===== config.mk =====
export PLATFORM = sky130hd
export DESIGN_NAME = pulse_delay
export DESIGN_NICKNAME = d
export VERILOG_FILES = /design/src/rtl/pulse_delay.sv
export SDC_FILE = /design/constraint.sdc
export NUM_CORES = 1
export LEC_CHECK = 0
export BUFFER_PORTS_ARGS = -buffer_cell sky130_fd_sc_hd__buf_2
export CORE_AREA = 4 4 41 43
export CTS_CLUSTER_DIAMETER = 30
export DETAILED_ROUTE_END_ITERATION = 8
export DIE_AREA = 0 0 45 47
export GPL_TIMING_DRIVEN = 1
export PLACE_DENSITY = 0.7
export SLEW_MARGIN = 20
export SYNTH_ARGS = -nofsm -noshare
export SYNTH_HDL_FRONTEND = slang
export SYNTH_SLANG_ARGS = --single-unit

===== constraint.sdc =====
create_clock -name clk -period 1.45 [get_ports clk]
set_clock_uncertainty 0.1 [all_clocks]
set_input_delay 0.2175 -clock clk [delete_from_list [all_inputs] [get_ports clk]]
set_output_delay 0.2175 -clock clk [all_outputs]
set_load 0.03 [all_outputs]

===== src/rtl/pulse_delay.sv =====
// Delays each rising edge of a trigger by a fixed number of clock cycles, with a
// selectable policy for triggers that arrive while a delay is already running.

module pulse_delay_timer #(
   parameter int CW = 1,
   parameter int N  = 1
) (
   input  logic clk,
   input  logic reset,
   input  logic load,
   output logic active,
   output logic expiring
);

   localparam logic [CW-1:0] N_V = CW'(N);

   logic [CW-1:0] cnt_q, cnt_d;

   // A load on the expiry edge simply restarts the count; no wrap is possible.
   always_comb begin
      cnt_d = cnt_q;
      if (load)
         cnt_d = N_V;
      else if (cnt_q != '0)
         cnt_d = cnt_q - CW'(1);
   end

   always_ff @(posedge clk or posedge reset) begin
      if (reset) cnt_q <= '0;
      else       cnt_q <= cnt_d;
   end

   assign active   = (cnt_q != '0);
   assign expiring = (cnt_q == CW'(1));

endmodule

module pulse_delay #(
   parameter int CLK_NS   = 20,
   parameter int DELAY_NS = 1000,
   parameter int MAXPEND  = 4,
   parameter int MODE     = 0
) (
   input  logic                         clk,
   input  logic                         reset,
   input  logic                         in,
   output logic                         out,
   output logic                         lv,
   output logic [$clog2(MAXPEND+1)-1:0] pend,
   output logic                         drop
);

   localparam int N  = (DELAY_NS + CLK_NS - 1) / CLK_NS;
   localparam int CW = (N < 1) ? 1 : $clog2(N + 1);
   localparam int NT = (MODE == 2 && MAXPEND >= 1) ? MAXPEND : 1;
   localparam int PW = (MAXPEND < 1) ? 1 : $clog2(MAXPEND + 1);

   if (N < 1 || MAXPEND < 1 || MODE < 0 || MODE > 2) begin : g_param_err
      $error("pulse_delay: illegal parameters (N=%0d MAXPEND=%0d MODE=%0d)", N, MAXPEND, MODE);
   end

   logic          in_d_q, in_d_d;
   logic          out_q, out_d;
   logic          drop_q, drop_d;
   logic          trig;
   logic          found;
   logic [NT-1:0] act, expr, free, load;
   logic [PW-1:0] pend_d;

   // An expiring timer counts as free so a trigger on its expiry edge is taken;
   // in retrigger mode the single timer is always reloadable.
   for (genvar i = 0; i < NT; i++) begin : g_tmr
      pulse_delay_timer #(.CW(CW), .N(N)) u_tmr (
         .clk      (clk),
         .reset    (reset),
         .load     (load[i]),
         .active   (act[i]),
         .expiring (expr[i])
      );
      assign free[i] = (MODE == 1) || !act[i] || expr[i];
   end

   always_comb begin
      in_d_d = in;
      trig   = in & ~in_d_q;
      load   = '0;
      found  = 1'b0;
      for (int i = 0; i < NT; i++) begin
         if (trig && free[i] && !found) begin
            load[i] = 1'b1;
            found   = 1'b1;
         end
      end
      drop_d = trig & ~found;
      out_d  = |expr;
      pend_d = '0;
      for (int i = 0; i < NT; i++)
         pend_d = pend_d + PW'(act[i]);
   end

   // in_d resets high so a level held through reset release is not a trigger.
   always_ff @(posedge clk or posedge reset) begin
      if (reset) begin
         in_d_q <= 1'b1;
         out_q  <= 1'b0;
         drop_q <= 1'b0;
      end else begin
         in_d_q <= in_d_d;
         out_q  <= out_d;
         drop_q <= drop_d;
      end
   end

   assign out  = out_q;
   assign drop = drop_q;
   assign lv   = |act;
   assign pend = pend_d;

endmodule


# ---- Word-level counts from Yosys, hierarchy flattened
# Index checks and enable logic that the tools add are counted.
# Widths: inputs -> output; s select.
dict set report totals {
  elab_cells 18
  reg_bits 9
  out_inout_bits 6
  inputBits 3
}
dict set report op_classes {
  mux 3
  addsub 1
  eq_ne 1
  bitwise 4
  n_reduce_logical 5
}
# cell n
set ops {}
lappend ops {{$mux 6} 2}
lappend ops {{$eq 6x1->1 const B} 1}
lappend ops {{$reduce_bool 6->1} 1}
lappend ops {{$sub 6x1->6 const B} 1}
lappend ops {{$and 1x1->1} 2}
lappend ops {{$not 1->1} 2}
lappend ops {{$reduce_bool 2->1} 1}
lappend ops {{$logic_and 1x1->1} 1}
lappend ops {{$logic_not 1->1} 1}
lappend ops {{$logic_or 1x1->1} 1}
lappend ops {{$mux 1} 1}

# ---- Depth between registers and ports, before layout
# Gate-level depths: netlist of the first run.
dict set report depth {
  ltp_word 7
  depth_mapped 5
  mapped_depth_nobuf 5
}

# ---- Hierarchy
# A second synthesis of the first run with hierarchy kept.
dict set report hier_totals {
  cells_unflattened 47
  area_unflattened_um2 489.2
}
# module seq_area_each_um2 instances area_each_um2 cells_each
set by_module_without_submodules {}
lappend by_module_without_submodules {pulse_delay_timer 150.1 1 347.8 36}
lappend by_module_without_submodules {pulse_delay 76.3 1 141.4 11}

# ---- Least setup slack after synthesis of the first run
# OpenSTA, ideal clock, no wires.
dict set report synth_timing {
  kind {reg-to-reg}
  startpoint {register g_tmr[0].u_tmr.cnt_q[0]}
  endpoint {register g_tmr[0].u_tmr.cnt_q[4]}
  slack_ns -0.133
  synth_period_minus_slack_ns 1.583
  t_arrival_ns 1.357
  path_stages_with_launch 5
  n_path_buf 0
  setup_ns 0.126
  required_time_ns 1.224
  cell_sequence {dfrtp_1 -> inv_1 -> ha_1 -> or2_2 -> a311o_1}
}
dict set report synth_via {
  elab_chain_len 6
  word_cells_on_any_way 10
  cone_classes {1 x add/sub; 1 x eq/ne; 3 x mux; 5 x reduce/logical}
}
# item line_no
set synth_lines {}
lappend synth_lines {{start: declaration} 17} ;# logic [CW-1:0] cnt_q, cnt_d;
lappend synth_lines {{start signal: assignment} 30} ;# else cnt_q <= cnt_d;
lappend synth_lines {{branches (longest 6 deep; another with $sub 6x1->6)} -}
# Several ways; the timed one is not identified. The select of a mux whose other input is x is not followed.
# A chain may end at the register's enable or synchronous reset.

# ---- Final worst setup path of the first run
dict set report layout_timing {
  startpoint {register g_tmr[0].u_tmr.cnt_q[5]}
  endpoint {output lv}
}
dict set report layout_via {
  elab_chain_len 1
}
# item line_no
set layout_lines {}
lappend layout_lines {{$reduce_bool 6->1} 33} ;# assign active = (cnt_q != '0);
lappend layout_lines {{end: declaration} 48} ;# output logic lv,
# Every way passes these cells.

==> results.py, run 1 <==
metrics = {
    "pwr": {
        "swShare_pct": 38.5,
        "p_leak_nw": 0.355,
        "p_int_mw": 0.825,
        "power.share.clock_pct": 15.0,
        "power.density_mw_per_mm2": 1780,
        "total_power_mw": 1.34,
        "p_sw_mw": 0.517,
        "combPwrFrac_pct": 54.9,
        "seq_power_share_pct": 30.0,
        "vdd_drop_max_mv": 0.924,
    },
    "floorplanning": {
        "chipWidth_um": 45,
        "dieHeight_um": 47,
        "start_util_pct": 38.8,
        "core_area_mm2": 0.00130,
        "io_pins": 9,
        "rows": 13,
        "die_area_mm2": 0.00212,
    },
    "yosys": {
        "synthDistinctLibCells": 26,
        "synth_area_leaders": "dfrtp_1, ha_1, dfstp_2",
        "synth-edff-count": 0,
        "yosys.cell_count.top_type": "dfrtp_1",
        "synth_flop_cell": "dfrtp_1",
        "ys_ff_latch": 9,
        "synth.top_cell.area_share_pct": 39.6,
        "synthTopCellsByCount": "dfrtp_1, inv_1, nor2_1",
        "synthCells": 49,
        "synth_area_per_cell_um2": 10.3,
        "yosysWarnings": 0,
        "synth_top_cell_by_area": "dfrtp_1",
        "synth_area_um2": 505,
        "yosysSeqAreaShare_pct": 44.8,
        "synthArstFlopShare_pct": 100,
    },
    "clock_network": {
        "cts.root.buffer_cell": "clkbuf_4",
        "clock_latency_ps": 260,
        "cts_max_path_buffers": 2,
        "cts_tree": "done",
        "cts_buffers": 3,
        "clk_pin_slew_ps": 70,
        "cts_max_level": 1,
        "cts_sinks": 9,
    },
    "global_route": {
        "antenna_found_initial": 0,
        "grt_pass1_wl_um": 1820,
        "grt_max_degree": 10,
        "grt.total_usage_pct": 12.5,
        "grt_pass1_vias": 391,
        "grt_overflow_total": 0,
    },
    "place": {
        "hpwlAfterDp_um": 701,
        "dp.cells": 74,
        "place.gp.congestion": 0.830,
        "placed_cell_area_um2": 583,
        "io_buffers": 6,
    },
    "status": {
        "violations": "negative setup slack",
        "status": "complete, but fails checks",
    },
    "setup_path": {
        "r2r-end": "g_tmr[0].u_tmr.cnt_q[1]",
        "crit_start": "g_tmr[0].u_tmr.cnt_q[5]",
        "start_kind": "register",
        "end_kind": "output port",
        "timing.rr.start": "g_tmr[0].u_tmr.cnt_q[5]",
        "r2r.worst_path.cells": 4,
        "path_class": "register to output port",
        "critPathArrivalTime_ps": 1300,
        "rrSetupSlack_ps": -70,
        "cp.required_ps": 1130,
        "path_max_fanout": 3,
    },
    "finish": {
        "diodes": 0,
        "final_cell_area_um2": 753,
        "final_cells": 87,
        "drive_above_1_share_pct": 50.0,
        "area_growth_pct": 49.0,
        "finalNetCount": 79,
    },
    "route": {
        "wl_per_cell_um": 13.7,
        "drtIter0Drc": 5,
        "ant_nets": 0,
        "drc": 0,
        "vias": 425,
        "drt_pass1_iterations": 4,
        "routed_wirelength_um": 1190,
        "detail_route.vias_per_cell": 4.89,
    },
    "sta": {
        "setup_viol": 3,
        "setup_ws_ps": -166,
        "finalHoldViolCount": 0,
        "fin_crit_ps": 1620,
        "rsz0062_at_grt": "true",
        "worst_hold_slack_ps": 357,
        "slew_viol_final": 0,
        "fmax_mhz": 619,
        "period_share_pct": 111,
        "fin_setup_tns_ps": -403,
    },
    "flow_run": {
        "drv_cap": 0,
    },
    "min_path": {
        "min_path_type": "primary input to asynchronous set/reset pin",
    },
}
cell type report:
type                       instances  area (um^2)
fill                             113          548
tap                               15         18.8
multi-input combinational         33          294
inverter                           5         18.8
timing repair buffer              21          168
sequential                         9          228
clock buffer                       4         26.3
stage by stage:
stage	util (%)	worst slack, ps
2_1_floorplan	-	-79.5
3_3_place_gp	44.8	-51.0
3_5_place_dp	44.8	-74.2
4_1_cts	54.5	-177
5_1_grt	57.9	-215
6_report	57.9	-166
state kept, by name (all words and copies together) (netlist names):
| signal | count |
|---|---|
| g_tmr.u_tmr.cnt_q | 6 |
| in_d_q | 1 |
| drop | 1 |
| out | 1 |
critical path, cell delays in order (launching register included):
cell     delay, ps
dfrtp_1        420
nor4_4         340
nand2_2        130
buf_6          150
power by group through the flow:
stage	logic [mW]	registers, mW	clock network, mW
finish	0.737	0.403	0.202
global route	0.803	0.411	0.225
CTS	0.634	0.403	0.210
detailed placement	0.491	0.417	0
global placement	0.484	0.415	0
floorplan	0.319	0.429	0
routing by layer:
layer | track usage (%) | share of wire [%]
met4 | 8.77 | 1.2
met2 | 19.8 | 51
met3 | 3.45 | 4.2
met5 | 0 | 0
met1 | 14.8 | 43
timing repair:
item,CTS,global route
hold endpoints to repair,9,0
gates cloned,0,0
setup endpoints to repair,5,8
pin swaps,3,3
resized for setup,11,6
hold buffers,2,0
buffers inserted,5,3
placed cells by master (no fill, tap or decap), drive strengths merged:
cell type and n:
a21oi 2, nand2b 2, nor2b 1, o22ai 1
dfrtp 8, inv 5, o32a 1, nand2 2
buf 19, and3 1, o221ai 1, and4b 1
clkbuf 4, dlygate4sd3 2, ha 3, or2 1
and3b 1, a21boi 1, and2 1, dfstp 1
nor4 1, a311o 1, nor3 3, conb 2
o21a 1, nor2 4, xnor2 2
logic make-up (layout without fill, tap and decap cells):
| group | after synthesis | after routing | synth area share (%) |
|---|---|---|---|
| DFF | 9 | 9 | 44.8 |
| buffers and inverters | 8 | 30 | 8.17 |
| other | 1 | 2 | 0.742 |
| AOI/OAI and AO/OA | 8 | 8 | 11.9 |
| xor gates and xnor gates | 2 | 2 | 3.47 |
| and+or+nand+nor | 18 | 18 | 23.5 |
| adders and majority gates | 3 | 3 | 7.43 |
worst max-delay path by stage:
stage                                    to  slack (ps)  depth (start not counted)
floorplan           g_tmr[0].u_tmr.cnt_q[1]         -80                          3
global placement    g_tmr[0].u_tmr.cnt_q[4]         -50                          3
detailed placement  g_tmr[0].u_tmr.cnt_q[4]         -70                          4
CTS                                      lv        -180                          3
global route                             lv        -220                          3
finish                                   lv        -170                          3
(Power assumes the default switching activity.)
==> run 2: changes to the inputs <==
- BUFFER_PORTS_ARGS: -buffer_cell sky130_fd_sc_hd__buf_2 -> not set
- DONT_BUFFER_PORTS: not set -> 1
- PLACE_DENSITY: 0.7 -> 0.64
==> results.py, run 2 (same netlist as run 1, synthesis figures left out) <==
metrics = {
    "status": {
        "status": "complete, but fails checks",
        "violations": "negative setup slack",
    },
    "finish": {
        "largest_reg_flops": 6,
        "final_common_cell": "buf_4",
        "drive_above_1_share_pct": 44.8,
        "area_growth_pct": 40.1,
        "top_register": "g_tmr.u_tmr.cnt_q",
        "diodes": 0,
        "final_cell_mix": "buf_4, dfrtp_1, nor2_1, inv_1, clkbuf_4",
        "final_cell_area_um2": 708,
        "fill_cells": 116,
        "finalNetCount": 74,
    },
    "floorplanning": {
        "io_pins": 9,
        "rows": 13,
        "start_util_pct": 38.8,
        "dieHeight_um": 47,
        "die_area_mm2": 0.00212,
        "core_area_mm2": 0.00130,
        "chipWidth_um": 45,
    },
    "setup_path": {
        "crit_family": "flip-flops",
        "end_kind": "output port",
        "crit_chain": "nor4_4 > nand2_2 > buf_6",
        "critPathSlowestCell": "dfrtp_2",
        "slowest_delay_ps": 430,
        "cp.required_ps": 1130,
        "cp.buffers_inverters": 1,
        "r2r.worst_path.cells": 5,
        "path_max_fanout": 2,
        "path_class": "register to output port",
        "critPathArrivalTime_ps": 1280,
        "r2r-end": "g_tmr[0].u_tmr.cnt_q[1]",
        "start_kind": "register",
        "rrSetupSlack_ps": -130,
        "timing.rr.start": "g_tmr[0].u_tmr.cnt_q[2]",
    },
    "min_path": {
        "min_from": "in",
        "min_path_type": "primary input to register",
        "min_to": "drop",
        "whs_path_depth": 2,
    },
    "global_route": {
        "grt.total_usage_pct": 12.1,
        "grt_max_degree": 10,
        "grt_overflow_total": 0,
        "grt_pass1_wl_um": 1770,
        "antenna_found_initial": 0,
        "grt_pass1_vias": 397,
    },
    "route": {
        "routed_wirelength_um": 1180,
        "detail_route.vias_per_cell": 4.83,
        "vias": 396,
        "drtIter0Drc": 5,
        "wl_per_cell_um": 14.3,
        "ant_nets": 0,
        "drt_pass1_iterations": 3,
        "drc": 0,
    },
    "pwr": {
        "p_leak_nw": 0.329,
        "power.density_mw_per_mm2": 1840,
        "vdd_drop_max_mv": 1.12,
        "total_power_mw": 1.30,
    },
    "sta": {
        "setup_ws_ps": -151,
        "period_share_pct": 110,
        "finalHoldViolCount": 0,
        "fmax_mhz": 625,
        "slew_viol_final": 0,
        "fin_crit_ps": 1600,
        "setup_viol": 4,
        "rsz0062_at_grt": "true",
    },
    "place": {
        "io_buffers": 0,
        "pre_cts_ws_ps": -69.0,
        "placed_cell_area_um2": 568,
        "hpwlAfterDp_um": 715,
        "place.gp.congestion": 0.730,
    },
    "clock_network": {
        "cts_buffers": 3,
        "cts_sinks": 9,
        "clk_pin_slew_ps": 70,
        "cts_max_path_buffers": 2,
        "cts_tree": "done",
        "cts_max_level": 1,
        "cts.root.buffer_cell": "clkbuf_4",
        "clock_latency_ps": 260,
    },
    "flow_run": {
        "drv_cap": 0,
    },
}
run 2: cell type report:
type,instances,area [um^2],area share (%)
multi-input combinational,33,284,40.1
sequential,9,228,32.2
timing repair buffer,16,133,18.7
clock buffer,4,26.3,3.71
inverter,5,18.8,2.65
tap,15,18.8,2.65
run 2: worst max-delay path by stage:
stage / to / startpoint / cells after the start / slack [ps]
after floorplan: g_tmr[0].u_tmr.cnt_q[1] / g_tmr[0].u_tmr.cnt_q[3] / 3 / -80
after global placement: g_tmr[0].u_tmr.cnt_q[4] / g_tmr[0].u_tmr.cnt_q[0] / 3 / -50
after detailed placement: g_tmr[0].u_tmr.cnt_q[4] / g_tmr[0].u_tmr.cnt_q[0] / 4 / -70
after CTS: pend[0] / g_tmr[0].u_tmr.cnt_q[3] / 3 / -140
after global routing: pend[0] / g_tmr[0].u_tmr.cnt_q[2] / 3 / -200
final: pend[0] / g_tmr[0].u_tmr.cnt_q[2] / 3 / -150
run 2: layer usage:
metal  track usage, %  vias up  share of wire (%)
li1                 -      200                  -
met1             13.8      184                 41
met2             19.5        8                 53
met3             3.07        4                3.7
met4             8.77        0                1.9
met5                0        -                  0
run 2: what timing repair did:
action                     4_1_cts  5_1_grt
buffers inserted                 3        4
pin swaps                        3        5
hold buffers                     2        0
cloned                           0        0
setup endpoints to repair        4        6
gates resized for setup          7        5
hold endpoints to repair         9        0
run 2: worst register-to-register path, stage by stage, from the launching register on:
cell and delay, ps:
dfrtp_2 430, nor4_4 320, nand2_2 110, buf_4 140
buf_6 110, o32a_1 270
run 2: power breakdown:
group          switching [mW]  internal [mW]  leakage [nW]
clock network          0.0910          0.106        0.0150
registers              0.0860          0.331         0.108
logic                   0.314          0.373         0.206
total                   0.491          0.810         0.329
run 2: metrics by stage:
stage                     std cells  utilization [%]  setup TNS, ps  hold WS (ps)
after floorplan                  50                -           -232         -55.3
after CTS                        79             50.5           -299          21.5
final                            82             54.4           -449          35.4
after global routing             82             54.4           -653          52.9
after global placement           70             43.7          -52.0         -8.32
after detailed placement         70             43.7          -80.8         -2.65
==> run 3: changes to the inputs <==
- PLACE_DENSITY: 0.64 -> 0.63
==> results.py, run 3 (same netlist as run 1, synthesis figures left out) <==
metrics = {
    "sta": {
        "fin_setup_tns_ps": -382,
        "fmax_mhz": 633,
        "setup_ws_ps": -130,
        "setup_viol": 3,
        "finalHoldViolCount": 0,
        "slew_viol_final": 0,
        "period_share_pct": 109,
        "fin_crit_ps": 1580,
        "rsz0062_at_grt": "true",
    },
    "route": {
        "drc": 0,
        "detail_route.vias_per_cell": 4.96,
        "wl_per_cell_um": 12.4,
        "ant_nets": 0,
        "drt_pass1_iterations": 2,
        "drtIter0Drc": 1,
        "routed_wirelength_um": 989,
        "vias": 397,
    },
    "global_route": {
        "grt_pass1_wl_um": 1730,
        "grt_overflow_total": 0,
        "grt.total_usage_pct": 12.1,
        "grt_pass1_vias": 390,
        "grt_max_degree": 10,
        "antenna_found_initial": 0,
    },
    "finish": {
        "largest_reg_flops": 6,
        "finalNetCount": 72,
        "final_common_cell": "buf_4",
        "top_register": "g_tmr.u_tmr.cnt_q",
        "final_cell_mix": "buf_4, dfrtp_1, nor2_1",
        "area_growth_pct": 31.9,
        "seq_area_um2": 226,
        "drive_above_1_share_pct": 36.9,
        "final_cells": 80,
        "multi_input_area_um2": 259,
        "diodes": 0,
        "fill_cells": 122,
    },
    "setup_path": {
        "critPathArrivalTime_ps": 1260,
        "path_class": "register to output port",
        "end_kind": "output port",
        "start_kind": "register",
        "path_max_fanout": 2,
        "cp.required_ps": 1130,
    },
    "place": {
        "dp.cells": 69,
        "place.gp.congestion": 0.799,
        "io_buffers": 0,
        "pre_cts_ws_ps": -94.9,
        "hpwlAfterDp_um": 719,
    },
    "floorplanning": {
        "die_area_mm2": 0.00212,
        "io_pins": 9,
        "rows": 13,
        "start_util_pct": 38.8,
        "dieHeight_um": 47,
        "chipWidth_um": 45,
        "core_area_mm2": 0.00130,
    },
    "pwr": {
        "vdd_drop_max_mv": 0.993,
        "p_leak_nw": 0.314,
        "power.density_mw_per_mm2": 1790,
    },
    "clock_network": {
        "cts_buffers": 3,
        "cts_max_path_buffers": 2,
        "cts_tree": "done",
        "cts_sinks": 9,
        "clock_latency_ps": 260,
        "clk_pin_slew_ps": 60,
        "cts_max_level": 1,
        "cts.root.buffer_cell": "clkbuf_4",
    },
    "status": {
        "violations": "negative setup slack",
        "status": "complete, but fails checks",
    },
    "flow_run": {
        "drv_cap": 0,
    },
    "min_path": {
        "min_path_type": "primary input to register",
    },
}
## run 3: cell count changes in the layout (fill, tap and decap cells not counted)
cell     delta
buf_4       -2
dfrtp_1     +1
o21a_1      +1
o21a_4      -1
o22ai_2     -1
dfrtp_2     -1
o22ai_1     +1
nor3_4      -1
nor3_1      +1
## run 3: worst paths after layout
| path | startpoint | endpoint | slack, ps | cells past startpoint |
|---|---|---|---|---|
| setup / recovery | g_tmr[0].u_tmr.cnt_q[3] | pend[0] | -130 | 3 |
| hold / removal | in | drop | 30 | 2 |
| setup reg to reg | g_tmr[0].u_tmr.cnt_q[3] | g_tmr[0].u_tmr.cnt_q[1] | -120 | 5 |
| hold reg to reg | g_tmr[0].u_tmr.cnt_q[4] | g_tmr[0].u_tmr.cnt_q[5] | 570 | 3 |
| max in group asynchronous | reset | in_d_q | 690 | 2 |
| min in group asynchronous | reset | g_tmr[0].u_tmr.cnt_q[5] | 260 | 2 |
## run 3: metal layers
| layer | wire [um] | GRT usage (%) | vias up |
|---|---|---|---|
| li1 | - | - | 197 |
| met1 | 459 | 16.1 | 186 |
| met2 | 454 | 15.8 | 9 |
| met3 | 42 | 3.45 | 5 |
| met4 | 33 | 10.5 | 0 |
| met5 | 0 | 0 | - |
## run 3: area by class of cell
class                           instances  area share, %
Sequential cell                         9           34.0
Clock buffer                            4           3.94
Inverter                                5           2.81
Tap cell                               15           2.81
Multi-Input combinational cell         33           38.8
Timing Repair Buffer                   14           17.6
## run 3: where the power goes
group	switching (mW)	leakage [nW]	internal, mW
Clock	0.0888	0.0150	0.106
Combinational	0.268	0.190	0.313
Sequential	0.0914	0.109	0.328
Total	0.448	0.314	0.747
## run 3: timing repair
item                                    4_1_cts  5_1_grt
endpoints found under the setup margin        4        4
hold buffers                                  2        0
resized for setup                             6        1
pin swaps                                     2        3
setup buffers                                 3        2
hold endpoints to repair                      9        0
## run 3: metrics by stage
| step | util (%) | cell area [um^2] | hold WS [ps] | power, mW |
|---|---|---|---|---|
| finish | 51.2 | 667 | 29.9 | 1.20 |
| global route | 51.2 | 667 | 35.8 | 1.30 |
| CTS | 49.8 | 648 | 25.0 | 1.18 |
| detailed placement | 43.1 | 561 | -8.29 | 0.910 |
| global placement | 43.1 | 561 | -8.69 | 0.895 |
| floorplan | - | 512 | -55.3 | 0.748 |
## run 3: worst max-delay path, stage by stage (launching register included)
cell and delay (ps):
dfrtp_1 400, nor4_4 320, nand2_2 100, buf_6 170
